<file path="config.mk">
export PLATFORM = sky130hd
export DESIGN_NAME = if_fetch_ctrl
export DESIGN_NICKNAME = d
export VERILOG_FILES = /design/src/rtl/if_fetch_ctrl.sv
export SDC_FILE = /design/constraint.sdc
export NUM_CORES = 1
export LEC_CHECK = 0
export CAP_MARGIN = 40
export CORE_MARGIN = 2
export CORE_UTILIZATION = 40
export CTS_BUF_LIST = sky130_fd_sc_hd__clkbuf_16
export CTS_CLUSTER_SIZE = 25
export DETAILED_ROUTE_END_ITERATION = 12
export GPL_TIMING_DRIVEN = 1
export PLACE_DENSITY = 0.7
export SYNTH_ARGS = -nofsm -noshare
export SYNTH_HDL_FRONTEND = slang
export SYNTH_SLANG_ARGS = --single-unit
export TNS_END_PERCENT = 1
</file>
<file path="constraint.sdc">
create_clock -name clk -period 20.7 [get_ports clk]
set_clock_uncertainty 0.1 [all_clocks]
set_input_delay 6.21 -clock clk [delete_from_list [all_inputs] [get_ports clk]]
set_output_delay 6.21 -clock clk [all_outputs]
set_load 0.03 [all_outputs]
</file>
<file path="src/rtl/if_fetch_ctrl.sv">
// IF-stage fetch sequencer: owns the fetch PC, drives the instruction
// SRAM and buffers returned words in a 2-entry skid FIFO for ID.
module if_fetch_ctrl #(
    parameter logic [31:0] RESET_PC = 32'h00000000
) (
    input  logic        clk,
    input  logic        rst,
    input  logic        stall_i,
    input  logic        redirect_i,
    input  logic [31:0] redirect_pc_i,
    output logic        inst_sram_en,
    output logic [31:0] inst_sram_addr,
    input  logic [31:0] inst_sram_rdata,
    output logic        if_valid,
    output logic [31:0] if_pc,
    output logic [31:0] if_inst
);

    typedef enum logic {
        BOOT = 1'b0,
        RUN  = 1'b1
    } state_e;

    state_e      state_q, state_d;
    logic [31:0] fetch_pc_q, fetch_pc_d;
    logic [31:0] issued_pc_q, issued_pc_d;
    logic        inflight_q, inflight_d;
    logic        killed_q, killed_d;
    logic [1:0]  count_q, count_d;
    logic        rd_ptr_q, rd_ptr_d;
    logic        wr_ptr_q, wr_ptr_d;
    logic [31:0] fifo_pc_q   [2];
    logic [31:0] fifo_inst_q [2];

    logic        pop;
    logic        push;
    logic        issue;
    logic [2:0]  occ;
    logic        unused_rpc_lsbs;

    // Word alignment discards the low bits of the redirect target.
    assign unused_rpc_lsbs = ^redirect_pc_i[1:0];

    // Head visibility, pop/push qualification and issue decision.
    always_comb begin
        if_valid = (count_q != 2'd0) && !rst;
        pop      = if_valid && !stall_i && !redirect_i;
        push     = inflight_q && !killed_q && !redirect_i;
        occ      = 3'(count_q) + 3'(inflight_q) - 3'(pop);
        issue    = (state_q == RUN) && !redirect_i && !rst
                   && (occ < 3'd2);
    end

    assign inst_sram_en   = issue;
    assign inst_sram_addr = fetch_pc_q;
    assign if_pc          = if_valid ? fifo_pc_q[rd_ptr_q]   : 32'd0;
    assign if_inst        = if_valid ? fifo_inst_q[rd_ptr_q] : 32'd0;

    // FSM next state: BOOT holds off the SRAM for one cycle.
    always_comb begin
        state_d = state_q;
        unique case (state_q)
            BOOT:    state_d = RUN;
            RUN:     state_d = RUN;
            default: state_d = BOOT;
        endcase
    end

    // Fetch PC, in-flight tracking and FIFO bookkeeping.
    always_comb begin
        fetch_pc_d  = fetch_pc_q;
        issued_pc_d = issued_pc_q;
        inflight_d  = issue;
        killed_d    = redirect_i && inflight_q;
        count_d     = count_q;
        rd_ptr_d    = rd_ptr_q;
        wr_ptr_d    = wr_ptr_q;
        if (redirect_i) begin
            fetch_pc_d = {redirect_pc_i[31:2], 2'b00};
            count_d    = 2'd0;
            rd_ptr_d   = 1'b0;
            wr_ptr_d   = 1'b0;
        end else begin
            if (issue) begin
                issued_pc_d = fetch_pc_q;
                fetch_pc_d  = fetch_pc_q + 32'd4;
            end
            count_d = count_q + 2'(push) - 2'(pop);
            if (push) begin
                wr_ptr_d = ~wr_ptr_q;
            end
            if (pop) begin
                rd_ptr_d = ~rd_ptr_q;
            end
        end
    end

    // Control state register with synchronous reset.
    always_ff @(posedge clk) begin
        if (rst) begin
            state_q     <= BOOT;
            fetch_pc_q  <= RESET_PC;
            issued_pc_q <= RESET_PC;
            inflight_q  <= 1'b0;
            killed_q    <= 1'b0;
            count_q     <= 2'd0;
            rd_ptr_q    <= 1'b0;
            wr_ptr_q    <= 1'b0;
        end else begin
            state_q     <= state_d;
            fetch_pc_q  <= fetch_pc_d;
            issued_pc_q <= issued_pc_d;
            inflight_q  <= inflight_d;
            killed_q    <= killed_d;
            count_q     <= count_d;
            rd_ptr_q    <= rd_ptr_d;
            wr_ptr_q    <= wr_ptr_d;
        end
    end

    // Skid FIFO storage; contents are only visible through count_q.
    always_ff @(posedge clk) begin
        if (!rst && push) begin
            fifo_pc_q[wr_ptr_q]   <= issued_pc_q;
            fifo_inst_q[wr_ptr_q] <= inst_sram_rdata;
        end
    end

    // The occupancy rule must keep the skid FIFO from overflowing.
    always_ff @(posedge clk) begin
        if (!rst) begin
            assert (count_q <= 2'd2);
        end
    end

endmodule

</file>
## After elaboration in Yosys (flattened, before gate mapping)

Memory sizes are Yosys's and may differ from the RTL's. A register that Yosys moved wholly into a read port is not among the register bits.
Cells that the tools add are included.

| operators by class | value |
|---|---|
| reduce and logical (&&, ||, !) cells | 18 |
| magnitude comparators | 1 |
| mux-type cells | 11 |
| bitwise operators | 3 |
| add/sub/neg operators | 5 |

Operators by type and width:

| cell | number |
|---|---|
| 32-bit two-way mux | 4 |
| 32-bit by 3-bit adder with 32-bit output (second input constant) | 1 |
| 1-bit logical AND | 10 |
| 1-bit two-way mux | 7 |
| 1-bit zero test | 4 |
| 2-bit nonzero test | 2 |
| 2-bit by 1-bit adder with 3-bit output | 1 |
| 3-bit by 2-bit < comparator with 1-bit output (second input constant) | 1 |
| 1-bit NOT | 3 |
| 3-bit by 1-bit subtractor with 3-bit output | 1 |
| 2-bit by 1-bit adder with 2-bit output | 1 |
| 2-bit AND reduction | 1 |
| 2-bit OR reduction | 1 |
| 2-bit by 1-bit subtractor with 2-bit output | 1 |

| word-level totals | value |
|---|---|
| register bits after elaboration | 71 |
| logic and storage cells | 49 |
| memory bits (writable) | 128 |
| memories | 2 |

Memories:

| memory | depth | bits a word | rd ports | clocked after Yosys merged registers in | write ports | line | text |
|---|---|---|---|---|---|---|---|
| fifo_inst_q | 2 | 32 | 1 | 1 | 1 | 33 | `logic [31:0] fifo_inst_q [2];` |
| fifo_pc_q | 2 | 32 | 1 | 1 | 1 | 32 | `logic [31:0] fifo_pc_q [2];` |

## Depth between registers and ports, before layout

| logic depth | value |
|---|---|
| depth in word-level cells | 9 |
| gate-level depth with buffers | 13 |

## Least setup slack after synthesis

Ideal clock, no wire load.

| timing | value |
|---|---|
| path kind | input -> output |
| start point | input redirect_i |
| end point | output inst_sram_en |
| setup slack | 5.523 ns |
| stages on the path | 10 |
| arrival | 8.867 ns |
| buffers on the path | 3 |
| cells stage by stage | clkbuf_1 -> nor4_1 -> ha_1 -> nand2b_1 -> fa_1 -> and4bb_2 -> nand2_1 -> inv_1 -> buf_2 -> buf_1 |

| between the ends | value |
|---|---|
| longest elaborated chain between the ends | 5 |
| elaborated cells between the ends (all ways) | 7 |

RTL lines:

| element | line | text |
|---|---|---|
| start, declared | 9 | `input logic redirect_i,` |
| 1-bit zero test | 47 | `pop = if_valid && !stall_i && !redirect_i;` |
| 1-bit logical AND | 47 |  |
| via pop | 35 | `logic pop;` |
| 3-bit by 1-bit subtractor with 3-bit output | 49 | `occ = 3'(count_q) + 3'(inflight_q) - 3'(pop);` |
| 3-bit by 2-bit < comparator with 1-bit output | 51 | `&& (occ < 3'd2);` |
| 1-bit logical AND | 51 |  |
| end, declared | 11 | `output logic inst_sram_en,` |

The timed path passes the listed nets, and every way through them passes these cells.

## Final worst setup path

Same ends and word-level chain as after synthesis.

==> results.yml <==
clock_network:
  clk_pin_slew_ns: 0.07
  insertion_delay_ns: 0.43
  cts-buffers-inserted: 17
  postCtsHoldBufs: 0
  clock-sinks: 192
  clock_path_buffers: 2
  cts_setup_buffers: 0
  cts_tree: "yes"
  h-tree-depth: 4
  cts_root_buf: "clkbuf_16"
  cts_resized: 0
final_layout:
  final_util_pct: 53.2
  final_cell_area_sq_mm: 0.0104
  layout_common_cells: "clkdlybuf4s50_1 (158), edfxtp_1 (124), nand2_1 (92)"
  n_antenna_cell: 0
  syn2layout_area_growth_pct: 29.9
  drive_gt1_share_pct: 6.64
  final_common_cell: "clkdlybuf4s50_1"
  fin_nets: 903
grt:
  grt_pass1_wl_um: 29300
  track_usage_pct: 17.5
  grt_pass1_vias: 5444
  antenna_found_initial: 0
  grt_max_degree: 64
  grt_overflow_total: 0
pwr:
  pwr-share-comb_pct: 6.8
  pwr-share-seq_pct: 53.6
  power_switching_uw: 188
  p_total_uw: 785
  power_frac_clock_pct: 39.7
  irDropWorstVdd_uv: 52.0
  power_leakage_uw: 0.00333
  sw_frac_of_total_pct: 24.0
  intPower_uw: 597
  power_density_mw_per_mm2: 75.3
timing:
  fin_crit_ns: 16.05
  hold_viol_final: 0
  maxSlewViolCount: 0
  grt_setup_unrepaired: "false"
  max_slew_margin_pct: 38.8
  tns_ns: 0
  fmax_mhz: 62.3
  fin_crit_sh_pct: 77.5
  setup_viol_count_final: 0
  worst_slew_pin_slew_ns: 0.910
run_status:
  outcome: "finished clean"
drt:
  drc: 0
  vias_per_cell: 5.21
  ant_nets: 0
  wl_per_cell_um: 16.7
  top_layer: "met4"
  vias: 5776
  finalWirelength_um: 18500
  drt_iter0_markers: 444
  dr.pass1.iters: 5
  dr_wl_met3_um: 1160
  wl_met2_um: 8780
  wl_met1_um: 8350
critical_path:
  timing.critical_path.from_type: "input pin"
  path_max_fanout: 39
  end_kind: "output port"
  critPathKind: "in -> out"
  r2r_cells: 9
  crit_arrival_ns: 9.74
  required_ns: 14.39
synthesis:
  async_flop_share_pct: 0
  ys_ff_latch: 192
  yosysSeqAreaShare_pct: 63.4
  ys_types: 55
  yosys_warnings: 0
  synth_cells: 690
  synth_edf_count: 124
  synth_flop_cell: "edfxtp_1"
  yosys-top-cells-area: "edfxtp_1 (46%), dfxtp_1 (17%), mux2i_1 (7.7%)"
  synth.top_cell.area_share_pct: 46.4
  syn_area_per_cell_sq_um: 11.6
  yosys.area.top_type: "edfxtp_1"
  synth_area_sq_mm: 0.00802
floorplan:
  rows: 51
  core_area_sq_mm: 0.0196
  die_y_um: 146
  die_x_um: 146
  die_area_sq_mm: 0.0212
  num_io_pins: 166
  start_util_pct: 40.9
place:
  numPortBuffers: 159
  hpwl_um: 12200
  placed_cell_area_sq_mm: 0.00986
  globalplace.congestion: 0.832
hold_path:
  hp-class: "reg -> reg"
  whs_path_depth: 0
run:
  maxCapViolCount: 0
layer usage:
layer	up-vias	track usage, %
met4	0	6.47
li1	2811	-
met1	2729	23.5
met5	-	0
met2	216	27.9
met3	20	3.95
flip-flops by register name, summed over array words and instances (netlist names), named ones only:
| register | cells |
|---|---|
| inst_sram_addr | 30 |
| inflight_q | 1 |
| state_q | 1 |
| fifo_pc_q | 60 |
| fifo_inst_q | 64 |
| rd_ptr_q | 1 |
| count_q | 2 |
| wr_ptr_q | 1 |
| issued_pc_q | 30 |
| killed_q | 1 |
area by class of cell:
cell class              instances  area (sq um)
flip-flops and latches        192          5090
clock buffers                  17           425
inverters                       9          33.8
fillers                      1743          9170
repair buffers                170          1690
multi-input cells             440          2710
well taps                     265           332
clock inverters                15           140
cells by family (layout without fill, tap and decap cells):
group | Yosys count | count (layout) | synth area share, %
AND/OR/NAND/NOR | 259 | 259 | 15.7
AO/OA/AOI/OAI | 102 | 102 | 8.16
XOR/XNOR | 6 | 6 | 0.655
multiplexers | 64 | 64 | 8.02
flip-flops | 192 | 192 | 63.4
other | 1 | 4 | 0.0468
adder cells (fa/ha/maj) | 5 | 5 | 0.874
buffers and inverters | 61 | 211 | 3.18
critical path, cell delays in order:
cell,delay (ns)
clkdlybuf4s50_1,0.40
buf_4,0.26
nor4_1,0.65
ha_1,0.35
nand2b_1,0.16
fa_1,0.41
xnor2_1,0.36
nand2_1,0.17
inv_1,0.10
clkdlybuf4s50_1,0.67
worst paths after layout:
check                                startpoint           endpoint  slack, ns
worst min-delay path            issued_pc_q[18]   fifo_pc_q[1][18]       0.35
worst max register to register       count_q[1]  inst_sram_addr[8]      16.54
worst min register to register  issued_pc_q[18]   fifo_pc_q[1][18]       0.35
worst max-delay path                 redirect_i       inst_sram_en       4.65
power groups by stage:
stage / Clock, uW / Sequential, uW / Combinational (uW)
6_report: 311 / 420 / 53.2
5_1_grt: 332 / 421 / 56.6
4_1_cts: 319 / 420 / 53.5
3_5_place_dp: 0 / 429 / 53.2
3_3_place_gp: 0 / 429 / 52.5
2_1_floorplan: 0 / 434 / 19.6
stage by stage:
step | setup slack [ns] | hold WS (ns) | instances
detailed placement | 4.69 | 0.335 | 1076
global route | 4.41 | 0.367 | 1108
floorplan | 5.52 | 0.325 | 693
CTS | 4.67 | 0.355 | 1108
finish | 4.65 | 0.351 | 1108
global placement | 4.73 | 0.332 | 1075
synthesized netlist by cell type (all sizes together), types with 5 or more instances:
cell,instances
a21oi,42
a31oi,14
and2,9
and3,6
buf,17
clkbuf,35
dfxtp,68
edfxtp,124
inv,9
mux2i,62
nand2,92
nand3,20
nand4,11
nor2,70
nor3,10
nor4,5
o211ai,14
o21ai,8
o311ai,8
or4,12
No activity file was read; power rests on OpenSTA's default activity.
